--- config.mk ---
export PLATFORM = sky130hd
export DESIGN_NAME = pam4_tx_channel
export DESIGN_NICKNAME = d
export VERILOG_FILES = /design/src/rtl/pam4_tx_channel.sv
export SDC_FILE = /design/constraint.sdc
export NUM_CORES = 1
export LEC_CHECK = 0
export ABC_AREA = 1
export BUFFER_PORTS_ARGS = -buffer_cell sky130_fd_sc_hd__buf_2
export CAP_MARGIN = 10
export CORE_MARGIN = 5
export CORE_UTILIZATION = 44
export DETAILED_ROUTE_END_ITERATION = 8
export GPL_TIMING_DRIVEN = 1
export PLACE_DENSITY = 0.63
export SYNTH_ARGS = -nofsm -noshare
export SYNTH_HDL_FRONTEND = slang
export SYNTH_SLANG_ARGS = --single-unit
export TNS_END_PERCENT = 50
--- constraint.sdc ---
create_clock -name clk -period 2.56 [get_ports clk]
set_clock_uncertainty 0.15 [all_clocks]
set_input_delay 0.256 -clock clk [delete_from_list [all_inputs] [get_ports clk]]
set_output_delay 0.256 -clock clk [all_outputs]
set_load 0.03 [all_outputs]
--- src/rtl/pam4_tx_channel.sv ---
// PAM-4 transmit stimulus: pairs serial bits into Gray-coded symbols, maps them to signed levels,
// and applies a two-tap ISI channel. Optional feature macro: PAM4_TX_ISI_EN enables the post-cursor tap.
module pam4_tx_channel #(
    parameter int unsigned SIGNAL_RESOLUTION = 8,
    parameter int unsigned SYMBOL_SEPERATION = 56,
    parameter int unsigned H1_SHIFT          = 1
) (
    input  logic                         clk,
    input  logic                         rstn,
    input  logic                         data_in,
    input  logic                         data_in_valid,
    output logic [SIGNAL_RESOLUTION-1:0] signal_out,
    output logic                         signal_out_valid
);

    localparam int unsigned R = SIGNAL_RESOLUTION;
    localparam logic signed [31:0] SEP_S = 32'(SYMBOL_SEPERATION);
    localparam logic signed [31:0] LMAX  = (32'sd1 <<< (R - 1)) - 32'sd1;
    localparam logic signed [31:0] LMIN  = -(32'sd1 <<< (R - 1));
    localparam logic [R-1:0] OUT_MAX = {1'b0, {(R-1){1'b1}}};
    localparam logic [R-1:0] OUT_MIN = {1'b1, {(R-1){1'b0}}};

    logic               r_phase;
    logic               r_b1;
    logic [1:0]         r_sym;
    logic               r_sym_valid;
    logic signed [R-1:0] r_level;
    logic               r_lvl_valid;

    logic [1:0]          w_sym;
    logic signed [31:0]  w_odd;
    logic signed [31:0]  w_lvl_wide;
    logic signed [R-1:0] w_level;
    logic [R-1:0]        w_chan;

    // Gray map of the completing pair: first bit is the MSB
    always_comb begin
        w_sym = 2'd0;
        case ({r_b1, data_in})
            2'b00:   w_sym = 2'd0;
            2'b01:   w_sym = 2'd1;
            2'b11:   w_sym = 2'd2;
            default: w_sym = 2'd3;
        endcase
    end

    // Level = (2*sym - 3) * sep / 2, computed wide then saturated
    always_comb begin
        w_odd      = $signed({29'd0, r_sym, 1'b1}) - 32'sd4;
        w_lvl_wide = (w_odd * SEP_S) / 32'sd2;
        w_level    = w_lvl_wide[R-1:0];
        if (w_lvl_wide > LMAX) begin
            w_level = LMAX[R-1:0];
        end else if (w_lvl_wide < LMIN) begin
            w_level = LMIN[R-1:0];
        end
    end

`ifdef PAM4_TX_ISI_EN
    logic signed [R-1:0] r_hist;
    logic signed [R-1:0] w_post;
    logic [R:0]          w_sum;

    // Post-cursor term from the previous level, summed one bit wider and clamped
    always_comb begin
        w_post = r_hist >>> H1_SHIFT;
        w_sum  = {r_level[R-1], r_level} + {w_post[R-1], w_post};
        w_chan = w_sum[R-1:0];
        if (w_sum[R] != w_sum[R-1]) begin
            w_chan = w_sum[R] ? OUT_MIN : OUT_MAX;
        end
    end

    always_ff @(posedge clk) begin
        if (!rstn) begin
            r_hist <= '0;
        end else if (r_lvl_valid) begin
            r_hist <= r_level;
        end
    end
`else
    always_comb begin
        w_chan = r_level;
    end
`endif

    // Bit pairing and the three pipeline stages, each carrying its own valid
    always_ff @(posedge clk) begin
        if (!rstn) begin
            r_phase          <= 1'b0;
            r_b1             <= 1'b0;
            r_sym            <= 2'd0;
            r_sym_valid      <= 1'b0;
            r_level          <= '0;
            r_lvl_valid      <= 1'b0;
            signal_out       <= '0;
            signal_out_valid <= 1'b0;
        end else begin
            r_sym_valid <= 1'b0;
            if (data_in_valid) begin
                if (!r_phase) begin
                    r_b1    <= data_in;
                    r_phase <= 1'b1;
                end else begin
                    r_phase     <= 1'b0;
                    r_sym       <= w_sym;
                    r_sym_valid <= 1'b1;
                end
            end
            r_lvl_valid <= r_sym_valid;
            if (r_sym_valid) begin
                r_level <= w_level;
            end
            signal_out_valid <= r_lvl_valid;
            if (r_lvl_valid) begin
                signal_out <= w_chan;
            end
        end
    end

endmodule

# Word level (Yosys, flattened, before mapping)
# Index checks and enable logic that the tools add are counted.
dict set report totals {
  ff_bits 23
  output_inout_bits 9
}
dict set report classes {
  muxes 5
  n_mul 1
  addsub 1
  magnitude_cmp 2
  bitwise 1
  n_reduce_logical 4
  eq_ne 2
}
# operator n
set op_table {}
lappend op_table {{$mux W8} 2}
lappend op_table {{$gt A10 B8 Y1 const B} 1}
lappend op_table {{$lt A10 B8 Y1 const B} 1}
lappend op_table {{$mul A4 B4 Y8 const B} 1}
lappend op_table {{$pmux W2 S3} 1}
lappend op_table {{$reduce_and A2 Y1} 3}
lappend op_table {{$sub A3 B3 Y4 const B} 1}
lappend op_table {{$eq A2 B1 Y1 const B} 1}
lappend op_table {{$eq A2 B2 Y1 const B} 1}
lappend op_table {{$logic_not A2 Y1} 1}
lappend op_table {{$mux W1} 2}
lappend op_table {{$not A1 Y1} 1}

# Logic depth before layout (Yosys ltp)
dict set report logic_depth {
  ltp_word 5
  ltp_mapped 15
}

# Least setup slack after synthesis
# Ideal clock, no wire load.
dict set report synth_path {
  path_type {reg2reg}
  start {register r_sym[0]}
  end {register r_level[6]}
  n_path_buf 0
  t_arrival_ns 1.682
  setup_ns 0.070
  stages_incl_launch_ff 16
  t_required_ns 2.340
  setup_slack_ns 0.658
  period_less_slack_ns 1.902
  cell_sequence {dfxtp_1 > inv_2 > ha_1 > inv_1 > nand2_1 > nand3_1 > nand3_2 > nand2_2 > nand2_2 > nand2_1 > nand2_1 > nand2_2 > nand2_4 > nand2_4 > nand2_1 > a21oi_1}
}
dict set report synth_via {
  elab_chain_len 5
  elab_cells_between_ends 6
  cone_classes {1 x add/sub; 1 x mul; 2 x order compare; 2 x mux}
}
# element line
set synth_lines {}
lappend synth_lines {{start, declared} 25} ;# logic [1:0] r_sym;
lappend synth_lines {{start signal, assigned} 106} ;# r_sym <= w_sym;
lappend synth_lines {{$sub A3 B3 Y4 (*)} 49} ;# w_odd = $signed({29'd0, r_sym, 1'b1}) - 32'sd4;
lappend synth_lines {{$mul A4 B4 Y8 (*)} 50} ;# w_lvl_wide = (w_odd * SEP_S) / 32'sd2;
lappend synth_lines {{$lt A10 B8 Y1} 54} ;# end else if (w_lvl_wide < LMIN) begin
lappend synth_lines {{$mux W8} 54}
lappend synth_lines {{$mux W8 (*)} 52} ;# if (w_lvl_wide > LMAX) begin
lappend synth_lines {{end signal, assigned} 112} ;# r_level <= w_level;
lappend synth_lines {{end, declared} 27} ;# logic signed [R-1:0] r_level;
# Every way passes the cells marked *; elsewhere a longest branch is shown, timed or not.
# A chain may end at the register's enable or synchronous reset.

# Worst setup path after layout
# Ends and elaborated chain as after synthesis.

==> impl_metrics.env <==
export IMPL_status="completed"
export IMPL_h_tree_depth=1
export IMPL_critPathTopFamily="simple AND/OR/NAND/NOR gates"
export IMPL_drt_iter0_drc=16
export IMPL_ys_top_cells_by_area="dfxtp_1 41%, ha_1 11%, nand2_1 9.1%"
export IMPL_clk_pin_slew_ps=100
export IMPL_dp_hpwl_um=1460
export IMPL_wl_per_cell_um=10.4
export IMPL_synth_top_area_frac=0.408
export IMPL_finalHoldViolCount=0
export IMPL_crit_type="flip-flop to flip-flop"
export IMPL_antenna_found_initial=0
export IMPL_drive_gt1_frac=0.177
export IMPL_numPortBuffers=12
export IMPL_gp_congestion=0.822
export IMPL_p_int_w=0.000430
export IMPL_syn_area_per_cell_sq_um=7.69
export IMPL_slew_viol_final=0
export IMPL_p_leak_nw=0.596
export IMPL_min_period_over_period=0.860
export IMPL_drc=0
export IMPL_yosys_warnings=0
export IMPL_cts_root_buf="clkbuf_4"
export IMPL_viasPerCell=4.79
export IMPL_tightest_slew_ps=283
export IMPL_vias=839
export IMPL_ys_seq_area_frac=0.408
export IMPL_setup_viol=0
export IMPL_rsz0062_at_grt="false"
export IMPL_endpoint_kind="flip-flop"
export IMPL_cp_start_kind="flip-flop"
export IMPL_die_x_um=58.4
export IMPL_path_max_fanout=6
export IMPL_syn_area_sq_um=1030
export IMPL_numCtsBuffers=3
export IMPL_cts_setup_buffers=0
export IMPL_grt_pass1_vias=794
export IMPL_gr_total_overflow=0
export IMPL_slew_limit_headroom=0.811
export IMPL_cts_tree="yes"
export IMPL_p_switching_w=0.000159
export IMPL_swShare=0.270
export IMPL_seqPwrFrac=0.590
export IMPL_grt_usage=0.123
export IMPL_power_density_nw_per_um2=518
export IMPL_cts_resized=0
export IMPL_wl_um=1830
export IMPL_cts_sink_count=21
export IMPL_grt_pass1_wl_um=3240
export IMPL_drv_cap=0
export IMPL_cp_num_buf_inv=2
export IMPL_synth_distinct_cells=20
export IMPL_clock_latency_ps=290
export IMPL_antennaDiodeCount=0
export IMPL_crit_chain="inv_2 > ha_1 > inv_1 > nand2_1 > nand3_1 > nand3_2 > nand2_2 > nand2_2 > nand2_1 > nand2_1 > nand2_2 > nand2_4 > nand2_4 > nand2_1 > a21oi_1"
export IMPL_clock_power_share=0.266
export IMPL_boundaryPins=13
export IMPL_ant_nets=0
export IMPL_clockBufferDepth=2
export IMPL_core_rowCount=17
export IMPL_yosysTopAreaCell="dfxtp_1"
export IMPL_grt_max_degree=15
export IMPL_syn_inst=134
export IMPL_tns_ps=0
export IMPL_comb_power_share=0.144
export IMPL_ys_seq_elements=21
export IMPL_fin_util=0.509
export IMPL_fmax_ghz=0.454
export IMPL_firstDrtPassIters=4
export IMPL_dieHeight_um=58.4
export IMPL_min_period_ps=2200
export IMPL_synth_nets=147
export IMPL_start_util=0.462
export IMPL_slowest_stage="dfxtp_1"
export IMPL_cp_data_required_time_ps=2630
export IMPL_cpMostUsedCell="nand2_1"
export IMPL_crit_path_max_incr_delay_ps=470
export IMPL_syn_to_final_growth_pct=10.3
export IMPL_crit_arrival_ps=2270
export IMPL_hold_buffers=0
export IMPL_ir_drop_v=0.000506
export IMPL_final_cell_mix="25 x nand2_1, 21 x dfxtp_1, 18 x inv_1, 18 x nor2_1, 12 x buf_2"
export IMPL_core_sq_um=2230
export IMPL_final_common_cell="nand2_1"
export IMPL_nNetsFinal=161
export IMPL_hp_class="primary input to flip-flop"
export IMPL_dieArea_sq_um=3410
-- worst register-to-register path, cell delays in order (launching register included) --
cell	delay [ps]
dfxtp_1	470
inv_2	120
ha_1	350
inv_1	90
nand2_1	70
nand3_1	90
nand3_2	70
nand2_2	80
nand2_2	60
nand2_1	60
nand2_1	80
nand2_2	90
nand2_4	60
nand2_4	70
nand2_1	50
a21oi_1	180
-- synthesized netlist by cell type (all sizes together) --
library cell,count
xor2,2
inv,19
o211ai,1
xnor2,1
o21ai,10
ha,9
nand3,6
a21oi,8
clkbuf,2
buf,1
a21boi,2
nand2,32
dfxtp,21
nor2,18
nand4,1
o22ai,1
-- sequential cells by signal, indices dropped and copies added, names as in the netlist --
name,flops
r_lvl_valid,1
r_level,7
r_sym_valid,1
r_sym,2
signal_out,7
signal_out_valid,1
r_phase,1
r_b1,1
-- kinds of logic (layout without fill, tap and decap cells) --
logic type,Yosys count,after routing,share of synthesized area
compound gates,22,22,0.115
xor+xnor,3,3,0.0255
fa+ha+maj,9,9,0.109
buf+inv,22,35,0.0837
flops,21,21,0.408
simple gates,57,57,0.258
-- metrics by stage --
| step | cell area [sq um] | setup WS, ps | total power (W) | cells | hold WS (ps) |
|---|---|---|---|---|---|
| finish | 1140 | 358 | 0.000590 | 175 | 69.9 |
| global route | 1140 | 147 | 0.000629 | 175 | 65.8 |
| CTS | 1140 | 356 | 0.000595 | 175 | 63.7 |
| detailed placement | 1110 | 384 | 0.000441 | 171 | 318 |
| global placement | 1110 | 469 | 0.000438 | 171 | 309 |
| floorplan | 1030 | 658 | 0.000420 | 134 | 235 |
-- layout make-up --
cell class | instances | area [sq um]
multi-input cells | 91 | 524
clock buffers | 4 | 26.3
inverters | 19 | 71.3
well taps | 28 | 35.0
fillers | 236 | 1100
flip-flops and latches | 21 | 420
repair buffers | 12 | 60.1
-- path summary, 6_finish.rpt --
path	start	endpoint	slack, ps	depth (start not counted)
hold reg to reg	r_level[6]$_SDFFE_PN0P_	signal_out[6]$_SDFFE_PN0P_	330	2
setup reg to reg	r_sym[0]$_SDFFE_PN0P_	r_level[6]$_SDFFE_PN0P_	360	15
setup / recovery	r_sym[0]$_SDFFE_PN0P_	r_level[6]$_SDFFE_PN0P_	360	15
hold / removal	data_in_valid	r_phase$_SDFFE_PN0P_	70	3
-- power groups by stage --
stage	sequential [W]	clock, W	combinational [W]
3_3_place_gp	0.000355	0	0.0000830
3_5_place_dp	0.000355	0	0.0000852
2_1_floorplan	0.000359	0	0.0000615
6_report	0.000348	0.000157	0.0000847
4_1_cts	0.000348	0.000161	0.0000857
5_1_grt	0.000350	0.000183	0.0000965
-- layer usage --
layer  routed length (um)  up-vias  GRT usage
li1                     -      445          -
met2                  868       11      0.206
met4                   27        0     0.0497
met5                    0        -          0
met1                  862      379      0.141
met3                   67        4     0.0461
Note: power is estimated with default switching activity, not from simulation.
